--- src/rtl/sram_readback_streamer.sv ---
// Sweeps a contiguous SRAM range through the controller read port and streams the
// returned words, tagged with their addresses, through a credit-limited output FIFO.
module sram_readback_streamer #(
  parameter int ADDR_W     = 16,
  parameter int DATA_W     = 32,
  parameter int RD_LAT     = 3,
  parameter int FIFO_DEPTH = 8
) (
  input  logic              clk,
  input  logic              rst,
  input  logic              start,
  input  logic [ADDR_W-1:0] base_addr,
  input  logic [ADDR_W:0]   length,
  input  logic              abort,
  output logic              busy,
  output logic              done,
  output logic              tx_mode,
  output logic [ADDR_W-1:0] rd_addr,
  input  logic [DATA_W-1:0] rd_data,
  output logic              out_valid,
  input  logic              out_ready,
  output logic [DATA_W-1:0] out_data,
  output logic [ADDR_W-1:0] out_addr
);
  localparam int LEN_W = ADDR_W + 1;
  localparam int PTR_W = (FIFO_DEPTH > 1) ? $clog2(FIFO_DEPTH) : 1;
  localparam int CNT_W = PTR_W + 1;
  localparam int ENT_W = ADDR_W + DATA_W;

  typedef enum logic [1:0] {S_IDLE, S_ISSUE, S_DRAIN, S_DONE} state_t;

  state_t            state_q;
  logic              busy_q, done_q;
  logic [ADDR_W-1:0] rd_addr_q, base_q;
  logic [LEN_W-1:0]  len_q, issued_q, popped_q;

  logic [RD_LAT-1:0] pv_q;
  logic [ADDR_W-1:0] pa_q [RD_LAT];
  logic              cap_v_q;
  logic [ADDR_W-1:0] cap_a_q;
  logic [DATA_W-1:0] cap_d_q;

  logic [ENT_W-1:0]  mem_q [FIFO_DEPTH];
  logic [PTR_W-1:0]  wr_ptr_q, rd_ptr_q;
  logic [CNT_W-1:0]  fifo_cnt_q, fifo_cnt_d, infl_q, infl_d;

  logic              abort_s, credit_s, issue_s, push_s, pop_s;
  logic [ADDR_W-1:0] next_addr_s;
  logic [LEN_W-1:0]  issued_inc_s, popped_inc_s;

  // Words in flight (pipeline + capture) count against FIFO space, so a push never overflows.
  assign abort_s      = abort && (state_q != S_IDLE);
  assign credit_s     = (fifo_cnt_q + infl_q) < CNT_W'(FIFO_DEPTH);
  assign issue_s      = (state_q == S_ISSUE) && credit_s && !abort;
  assign push_s       = cap_v_q;
  assign pop_s        = (fifo_cnt_q != CNT_W'(0)) && out_ready;
  assign next_addr_s  = base_q + issued_q[ADDR_W-1:0];
  assign issued_inc_s = issued_q + LEN_W'(1);
  assign popped_inc_s = popped_q + LEN_W'(1);

  assign busy      = busy_q;
  assign tx_mode   = busy_q;
  assign done      = done_q;
  assign rd_addr   = rd_addr_q;
  assign out_valid = (fifo_cnt_q != CNT_W'(0));
  assign {out_addr, out_data} = mem_q[rd_ptr_q];

  always_comb begin
    fifo_cnt_d = fifo_cnt_q + CNT_W'(push_s) - CNT_W'(pop_s);
    infl_d     = infl_q + CNT_W'(issue_s) - CNT_W'(push_s);
  end

  always_ff @(posedge clk or posedge rst) begin
    if (rst) begin
      state_q   <= S_IDLE;
      busy_q    <= 1'b0;
      done_q    <= 1'b0;
      rd_addr_q <= '0;
      base_q    <= '0;
      len_q     <= '0;
      issued_q  <= '0;
      popped_q  <= '0;
    end else if (abort_s) begin
      state_q <= S_IDLE;
      busy_q  <= 1'b0;
      done_q  <= 1'b0;
    end else begin
      done_q <= 1'b0;
      if (pop_s) popped_q <= popped_inc_s;
      case (state_q)
        S_IDLE: begin
          if (start) begin
            base_q   <= base_addr;
            len_q    <= length;
            issued_q <= '0;
            popped_q <= '0;
            busy_q   <= 1'b1;
            if (length == LEN_W'(0)) begin
              state_q <= S_DONE;
              done_q  <= 1'b1;
            end else begin
              state_q <= S_ISSUE;
            end
          end
        end
        S_ISSUE: begin
          if (issue_s) begin
            rd_addr_q <= next_addr_s;
            issued_q  <= issued_inc_s;
            if (issued_inc_s == len_q) state_q <= S_DRAIN;
          end
        end
        S_DRAIN: begin
          if (pop_s && (popped_inc_s == len_q)) begin
            state_q <= S_DONE;
            done_q  <= 1'b1;
          end
        end
        S_DONE: begin
          state_q <= S_IDLE;
          busy_q  <= 1'b0;
        end
        default: begin
          state_q <= S_IDLE;
          busy_q  <= 1'b0;
        end
      endcase
    end
  end

  // Address tags ride alongside the read latency; rd_data is captured when the tag emerges.
  always_ff @(posedge clk or posedge rst) begin
    if (rst) begin
      pv_q    <= '0;
      for (int i = 0; i < RD_LAT; i++) pa_q[i] <= '0;
      cap_v_q <= 1'b0;
      cap_a_q <= '0;
      cap_d_q <= '0;
    end else if (abort_s) begin
      pv_q    <= '0;
      cap_v_q <= 1'b0;
    end else begin
      pv_q[0] <= issue_s;
      pa_q[0] <= next_addr_s;
      for (int i = 1; i < RD_LAT; i++) begin
        pv_q[i] <= pv_q[i-1];
        pa_q[i] <= pa_q[i-1];
      end
      cap_v_q <= pv_q[RD_LAT-1];
      cap_a_q <= pa_q[RD_LAT-1];
      cap_d_q <= rd_data;
    end
  end

  always_ff @(posedge clk or posedge rst) begin
    if (rst) begin
      for (int i = 0; i < FIFO_DEPTH; i++) mem_q[i] <= '0;
      wr_ptr_q   <= '0;
      rd_ptr_q   <= '0;
      fifo_cnt_q <= '0;
      infl_q     <= '0;
    end else if (abort_s) begin
      wr_ptr_q   <= '0;
      rd_ptr_q   <= '0;
      fifo_cnt_q <= '0;
      infl_q     <= '0;
    end else begin
      if (push_s) begin
        mem_q[wr_ptr_q] <= {cap_a_q, cap_d_q};
        wr_ptr_q        <= wr_ptr_q + PTR_W'(1);
      end
      if (pop_s) rd_ptr_q <= rd_ptr_q + PTR_W'(1);
      fifo_cnt_q <= fifo_cnt_d;
      infl_q     <= infl_d;
    end
  end
endmodule
--- config.mk ---
export PLATFORM = sky130hd
export DESIGN_NAME = sram_readback_streamer
export DESIGN_NICKNAME = d
export VERILOG_FILES = /design/src/rtl/sram_readback_streamer.sv
export SDC_FILE = /design/constraint.sdc
export NUM_CORES = 1
export LEC_CHECK = 0
export ABC_AREA = 1
export CORE_MARGIN = 2
export CORE_UTILIZATION = 65
export DETAILED_ROUTE_END_ITERATION = 10
export HOLD_SLACK_MARGIN = 0.1
export PLACE_DENSITY = 0.83
export SYNTH_ARGS = -nofsm -noshare
export SYNTH_HDL_FRONTEND = slang
export SYNTH_SLANG_ARGS = --single-unit
export TNS_END_PERCENT = 1
--- constraint.sdc ---
create_clock -name clk -period 65.6 [get_ports clk]
set_clock_uncertainty 0.1 [all_clocks]
set_input_delay 13.12 -clock clk [delete_from_list [all_inputs] [get_ports clk]]
set_output_delay 13.12 -clock clk [all_outputs]
set_load 0.1 [all_outputs]
## Word-level counts from Yosys, hierarchy flattened

Index checks and enable logic that the tools add are counted.
W data, S select, Z words.

| word-level totals | value |
|---|---|
| word-level logic and storage cells | 111 |
| latch bits | 0 |
| memories | 0 |
| output and inout port bits | 68 |
| register bits after elaboration | 585 |
| ROM bits | 0 |
| RAM bits | 0 |

| operators by class | value |
|---|---|
| shifts and indexed selects | 0 |
| reduce and logical (&&, ||, !) cells | 21 |
| multipliers | 0 |
| multiplexer cells | 35 |
| $add $sub $neg | 10 |
| eq/ne operators | 11 |
| bitwise operators | 3 |
| $lt $le $gt $ge | 4 |
| div/mod/pow operators | 0 |

Operators by type and width:

| operator | count |
|---|---|
| $bwmux W384 | 1 |
| $bmux W48 S3 | 1 |
| $demux W48 S3 | 1 |
| $mux W48 | 3 |
| $mux W17 | 5 |
| $add A17 B1 Y17 const B | 2 |
| $eq A17 B17 Y1 | 2 |
| $pmux W17 S2 | 1 |
| $logic_not A17 Y1 | 1 |
| $add A16 B16 Y16 | 1 |
| $mux W3 | 5 |
| $mux W2 | 6 |
| $ne A3 B3 Y1 const B | 3 |
| $add A4 B1 Y4 | 2 |
| $ge A4 B4 Y1 const B | 2 |
| $mux W4 | 2 |
| $not A3 Y4 | 2 |
| $pmux W2 S4 | 1 |
| $reduce_and A4 Y1 | 2 |
| $reduce_bool A2 Y1 | 4 |
| $sub A4 B1 Y4 | 2 |
| $mux W1 | 7 |
| $add A3 B1 Y3 const B | 2 |
| $logic_and A1 B1 Y1 | 6 |
| 15 further kinds | 20 |

## Logic depth before layout (Yosys ltp)

Gate-level depths: netlist of run 1.

| logic depth | value |
|---|---|
| depth after elaboration | 7 |
| mapped depth | 16 |
| gate-level depth less buffers | 16 |

## Least setup slack after synthesis of run 1

No wires, ideal clock.

| path | value |
|---|---|
| path type | register -> output |
| start | register rd_ptr_q[0] |
| end | output port out_addr[0] |
| cell stages (with the launch flop) | 9 |
| path buffers | 3 |
| arrival time | 2.912 ns |
| setup slack | 49.468 ns |
| required time | 52.380 ns |
| cell sequence | dfrtp_1 inv_1 buf_2 clkbuf_1 buf_2 nor2_1 o22ai_1 nor2_1 a31oi_1 |

| between the ends | value |
|---|---|
| cells in the longest elaborated chain, start to end | 4 |

Ends and longest elaborated chain:

| what | line | RTL |
|---|---|---|
| start, declared | 44 | `logic [PTR_W-1:0] wr_ptr_q, rd_ptr_q;` |
| start signal, assigned | 172 | `if (pop_s) rd_ptr_q <= rd_ptr_q + PTR_W'(1);` |
| $not A3 Y4 (not written as such) | 66 | `assign {out_addr, out_data} = mem_q[rd_ptr_q];` |
| $bmux W48 S3 | 66 |  |
| $mux W48 (not written as such) (2 in a row) | 66 |  |
| end, declared | 23 | `output logic [ADDR_W-1:0] out_addr` |

No other way between the ends. The select of a mux whose other input is x is not followed.

## Worst setup path in the final report of run 1

| path | value |
|---|---|
| start | register rd_ptr_q[0] |
| end | output port out_addr[12] |

The elaborated chain is that of the path after synthesis.

==> results of run 1 <==
## power breakdown
part           total [mW]  switching (mW)  leakage [nW]  internal (mW)
sequential          0.516          0.0689          7.22          0.448
clock               0.339           0.141         0.945          0.198
combinational       0.749           0.562          5.98          0.187
total                1.61           0.772          14.1          0.833
## metal layers
layer | track usage, % | up-vias | share of wire [%]
met3 | 5.05 | 147 | 7.6
met2 | 53.6 | 989 | 49
met1 | 42.2 | 11200 | 41
met5 | 0 | - | 0
li1 | - | 10800 | -
met4 | 10.6 | 0 | 2.6
## cell families after synthesis
group	synth area share [%]
compound gates	18.7
xor+xnor	0.649
fa+ha+maj	1.80
buf+inv	6.88
flops	54.2
simple gates	17.7
## registers in the layout, summed over array words and instances, names as in the netlist, 17 cells and up
| signal | cells |
|---|---|
| cap_d_q | 32 |
| pa_q | 48 |
| popped_q | 17 |
| mem_q | 384 |
| len_q | 17 |
| issued_q | 17 |
## critical path, stage by stage, from the launching register on
cell and delay (ps):
dfrtp_4 740, inv_4 790, buf_4 830, nor2_1 100
o22ai_1 210, nor2_1 70, a31oi_1 340, clkdlybuf4s50_1 1250
## final cells by class
cell class / count / area (µm²)
Timing Repair Buffer: 167 / 1610
Multi-Input combinational cell: 2199 / 10500
Clock buffer: 79 / 1640
Clock inverter: 22 / 300
Tap cell: 532 / 666
Sequential cell: 585 / 14700
Fill cell: 2981 / 10500
Inverter: 276 / 1050
## stage by stage
stage	hold WS (ps)	instance area, µm²	worst slack [ps]	utilization (%)	power, mW
after detailed placement	358	28500	48070	69.6	1.26
after global routing	397	30400	47170	74.3	1.69
after CTS	372	30400	47390	74.3	1.60
after floorplan	342	27000	36010	-	1.07
after global placement	352	28500	48140	69.6	1.24
final	373	30400	47380	74.3	1.61
## placed cells by master (no fill, tap or decap), types with 10 or more instances in the layout
cell	synthesis	routed
o31ai_1	14	14
a31oi_1	52	52
nor2_4	9	10
inv_1	271	268
ha_1	34	34
clkbuf_16	0	59
o22ai_1	48	48
o21ai_0	610	610
clkdlybuf4s50_1	0	137
nand2_1	714	714
nand3_1	90	90
nand4_1	22	22
dfrtp_1	585	582
nor2_1	310	309
xnor2_1	11	11
buf_4	6	29
a21oi_1	222	222
clkbuf_1	135	11
## path summary, 6_finish.rpt
| kind | start | endpoint | slack (ps) |
|---|---|---|---|
| min reg2reg | pa_q[21] | pa_q[5] | 370 |
| max in group asynchronous | rst | mem_q[219] | 49840 |
| min | pa_q[21] | pa_q[5] | 370 |
| min in group asynchronous | rst | popped_q[7] | 12940 |
| max | rd_ptr_q[0] | out_addr[12] | 47380 |
| max reg2reg | state_q[1] | mem_q[209] | 62110 |
==> metrics, run 1 <==
synthesized area per cell 8.28 µm²; R2R cell count 9; Final Hold Fails 0; CTS Buf Count 58; Initial Utilization 65.9%; FP Rows 74; maximum clock rate 54.9 MHz; Critical Path RT 52,380 ps; fin crit share 27.8%; first-pass iteration count of the detailed router 5; crit path capture type primary output; max-capacitance violation count 0; clock slew at reported path FFs 60 ps; Die H 208 µm; Port Buf Inserts 137; status finished clean; routed len/inst 17.7 µm; GP Congestion 0.908; Via Count 23,100; initial antenna violation count 0; Clock Tree Root clkbuf_16; Post-CTS Setup Inserts 0; VDD IR max 0.0558 mV; hpwl dp 41,000 µm; unrepaired setup endpoints after global routing no; EDFF count, synth 0; Slew @ Worst Pin 1110 ps; Area Overhead vs Synth 12.7%; core area 0.0409 mm²; DRT iter0 DRCs 2,215; Synth Warn # 0; FF+latch count, synth 585; Most used DFF post-synth dfrtp_1; CTS tree yes; number of global-route vias before repair 22,800; GRT Util Overall 31.7%; total gr overflow 0; CP Max Fanout 100; Critical Path AT 5000 ps; top post-synthesis cells by area dfrtp_1 (54%), o21ai_0 (11%), nand2_1 (9.9%); WL final 68,400 µm; die area 0.0432 mm²; Async SR Flop Fraction 100%; Leakage 14.1 nW; Clock H-tree levels 2; fin nets 3,394; Inst Count DP 3,759; share of cells above drive strength 1 4.90%; post-route DRC violation count 0; # setup viols final 0; first-pass GRT wire length 113,000 µm; Max Slew Vio Count 0; Synth top area share 54.2%; vias per inst 5.98; antenna diode count 0; Distinct cells, synth 44; largest net degree at the start of global routing 191; final std cells w/o fill 3,860; # hold bufs at CTS 0; I/O Pins 138; register area share after synthesis 54.2%; post_cts resized 0; largest area contributor in the synthesized netlist dfrtp_1; clk buf depth 3; DIE WIDTH 208 µm; Hold Crit Class register to register; Post-Syn Instances 3,258; Syn Nets 3,365; kind of critical path register to primary output; pwr/cell area 52.8 mW/mm²; setup TNS 0 ps; Antenna Violating Nets Remaining 0; Critical Path Source Type register; Worst-Skew Late Latency 620 ps; post-layout minimum cycle time 18,220 ps; Worst slew margin 26.1%; clock sinks 585; Netlist Area Pre-Place 0.0270 mm²; cell with the most instances after synthesis nand2_1; worst hold stages 2; Synth top cells by count nand2_1 (714), o21ai_0 (610), dfrtp_1 (585)
No activity file was read; power rests on OpenSTA's default activity.
==> inputs of run 2 (changes only) <==
CORE_UTILIZATION = 55   (was 65)
PLACE_DENSITY = 0.75   (was 0.83)
clock period = 16.5 ns   (was 65.6 ns; I/O delays follow)
==> run 2 against run 1 <==
Sequential share of layout area down 0.55 points. Sequential power grew to 4.0 times the previous value. Non-clock buffer count is 4 higher. Largest cell class unchanged. Critical path type unchanged. Critical endpoint is now out_addr[1]. Clock power increased to 4.3 times the previous value. Final cell count grew 2.7%.
==> metrics, run 2 (same netlist as run 1, synthesis figures left out) <==
status finished clean; Critical Path RT 13,100 ps; CTS tree yes; DIE WIDTH 226 µm; Via Count 22,500; Comb pwr share 45.9%; WL final 67,500 µm; Setup crit end out_addr[1]; P_int 3.40 mW; kind of critical path register to primary output; post-layout util 63.3%; most frequent cells in the layout nand2_1 (714), o21ai_0 (610), dfrtp_1 (582); R2R setup slack 13,030 ps; Initial Utilization 55.5%; I/O Pins 138; share of cells above drive strength 1 5.53%; final hold slack 362 ps; crit path capture type primary output; switching pwr 3.06 mW; max FFs per register 384; Post-CTS Setup Inserts 0; setup TNS 0 ps; CP Max Fanout 105; filler cell count 4,070; initial antenna violation count 0; pwr/cell area 210 mW/mm²; Switching Share 47.4%; max-capacitance violation count 0; Clk pwr share 22.4%; register share of total power 31.7%; Leakage 14.3 nW; vias per inst 5.67; Max Slew Vio Count 0; Area Overhead vs Synth 14.0%; clk buf depth 3; hpwl dp 40,800 µm; CP max stage delay 1220 ps; Antenna Violating Nets Remaining 0; Critical Path Source Type register; unrepaired setup endpoints after global routing no; CP cell instances inv_4 > buf_4 > o21ai_0 > o22ai_1 > nor2_1 > a31oi_1 > clkdlybuf4s50_1; GP Congestion 0.893; Slew @ Worst Pin 1180 ps; CTS Buf Count 60; die area 0.0509 mm²; Clock H-tree levels 2; Port Buf Inserts 137; routed len/inst 17.0 µm; largest net degree at the start of global routing 106; Inst Count DP 3,853; clock slew at reported path FFs 70 ps; antenna diode count 0; post_cts resized 0; # setup viols final 0; Die H 226 µm; leading cell type in the layout, fill and taps excluded nand2_1; maximum clock rate 120 MHz; total gr overflow 0; clock sinks 585; first-pass iteration count of the detailed router 8; core area 0.0486 mm²; Worst-Skew Late Latency 620 ps; Hold Crit Class register to register; post-layout minimum cycle time 8330 ps; DRT iter0 DRCs 1,917; Clock Tree Root clkbuf_16; first-pass GRT wire length 111,000 µm; Final Hold Fails 0; FP Rows 81; fin crit share 50.5%; Pwr Total 6.45 mW; fin nets 3,400; VDD IR max 0.189 mV; Top Registers mem_q: 384 flops, pa_q: 48 flops, cap_d_q: 32 flops; RR Endpoint mem_q[86]; Worst slew margin 21.4%; post-route DRC violation count 0; # hold bufs at CTS 0; Critical Path AT 4930 ps; GRT Util Overall 27.0%; Worst setup startpoint rd_ptr_q[0]; number of global-route vias before repair 22,000; worst r2r src state_q[0]; R2R cell count 10; Top reg by flops mem_q; crit path max-delay cell type clkdlybuf4s50_1; final std cells w/o fill 3,966
[run 2: layout make-up]
cell class                 instances  area, µm²  share of cell area [%]
inverter                         276       1050                    3.40
timing repair buffer             171       1630                    5.29
multi-input combinational       2199      10500                    34.1
clock buffer                      88       1860                    6.04
sequential                       585      14700                    47.6
clock inverter                    25        305                   0.992
tap                              622        778                    2.53
[run 2: critical path: cells and delay by family, from the launching register on]
kind,cells,cell delay (ps)
buf+inv,3,2830
simple gates,1,70
compound gates,3,670
flops,1,700
[run 2: per-layer routing]
layer	global-route usage (%)	wire length, µm	vias to the layer above
met1	36.6	29500	10900
met2	45.2	32600	706
li1	-	-	10800
met5	0	0	-
met3	3.64	3840	122
met4	8.97	1630	0
[run 2: stage by stage]
step                      setup WS [ps]  area (µm²)
after detailed placement           8830       28600
after global routing               7890       30800
final                              8170       30800
after CTS                          8160       30800
after global placement             8840       28600
after floorplan                    5130       27000
[run 2: power groups by stage]
| stage | sequential (mW) | combinational [mW] | clock, mW |
|---|---|---|---|
| finish | 2.04 | 2.96 | 1.45 |
| global route | 2.08 | 3.20 | 1.53 |
| CTS | 2.04 | 2.97 | 1.47 |
| detailed placement | 2.06 | 2.95 | 0 |
| global placement | 2.05 | 2.90 | 0 |
| floorplan | 2.08 | 2.19 | 0 |
[run 2: worst min path at each step]
stage,from,endpoint,slack (ps),depth (start not counted)
floorplan,pa_q[16],pa_q[0],340,2
global placement,pa_q[32],pa_q[16],350,2
detailed placement,pa_q[32],pa_q[16],360,2
CTS,pv_q[2],cap_v_q,370,2
global route,pv_q[2],cap_v_q,380,2
finish,pv_q[2],cap_v_q,360,2
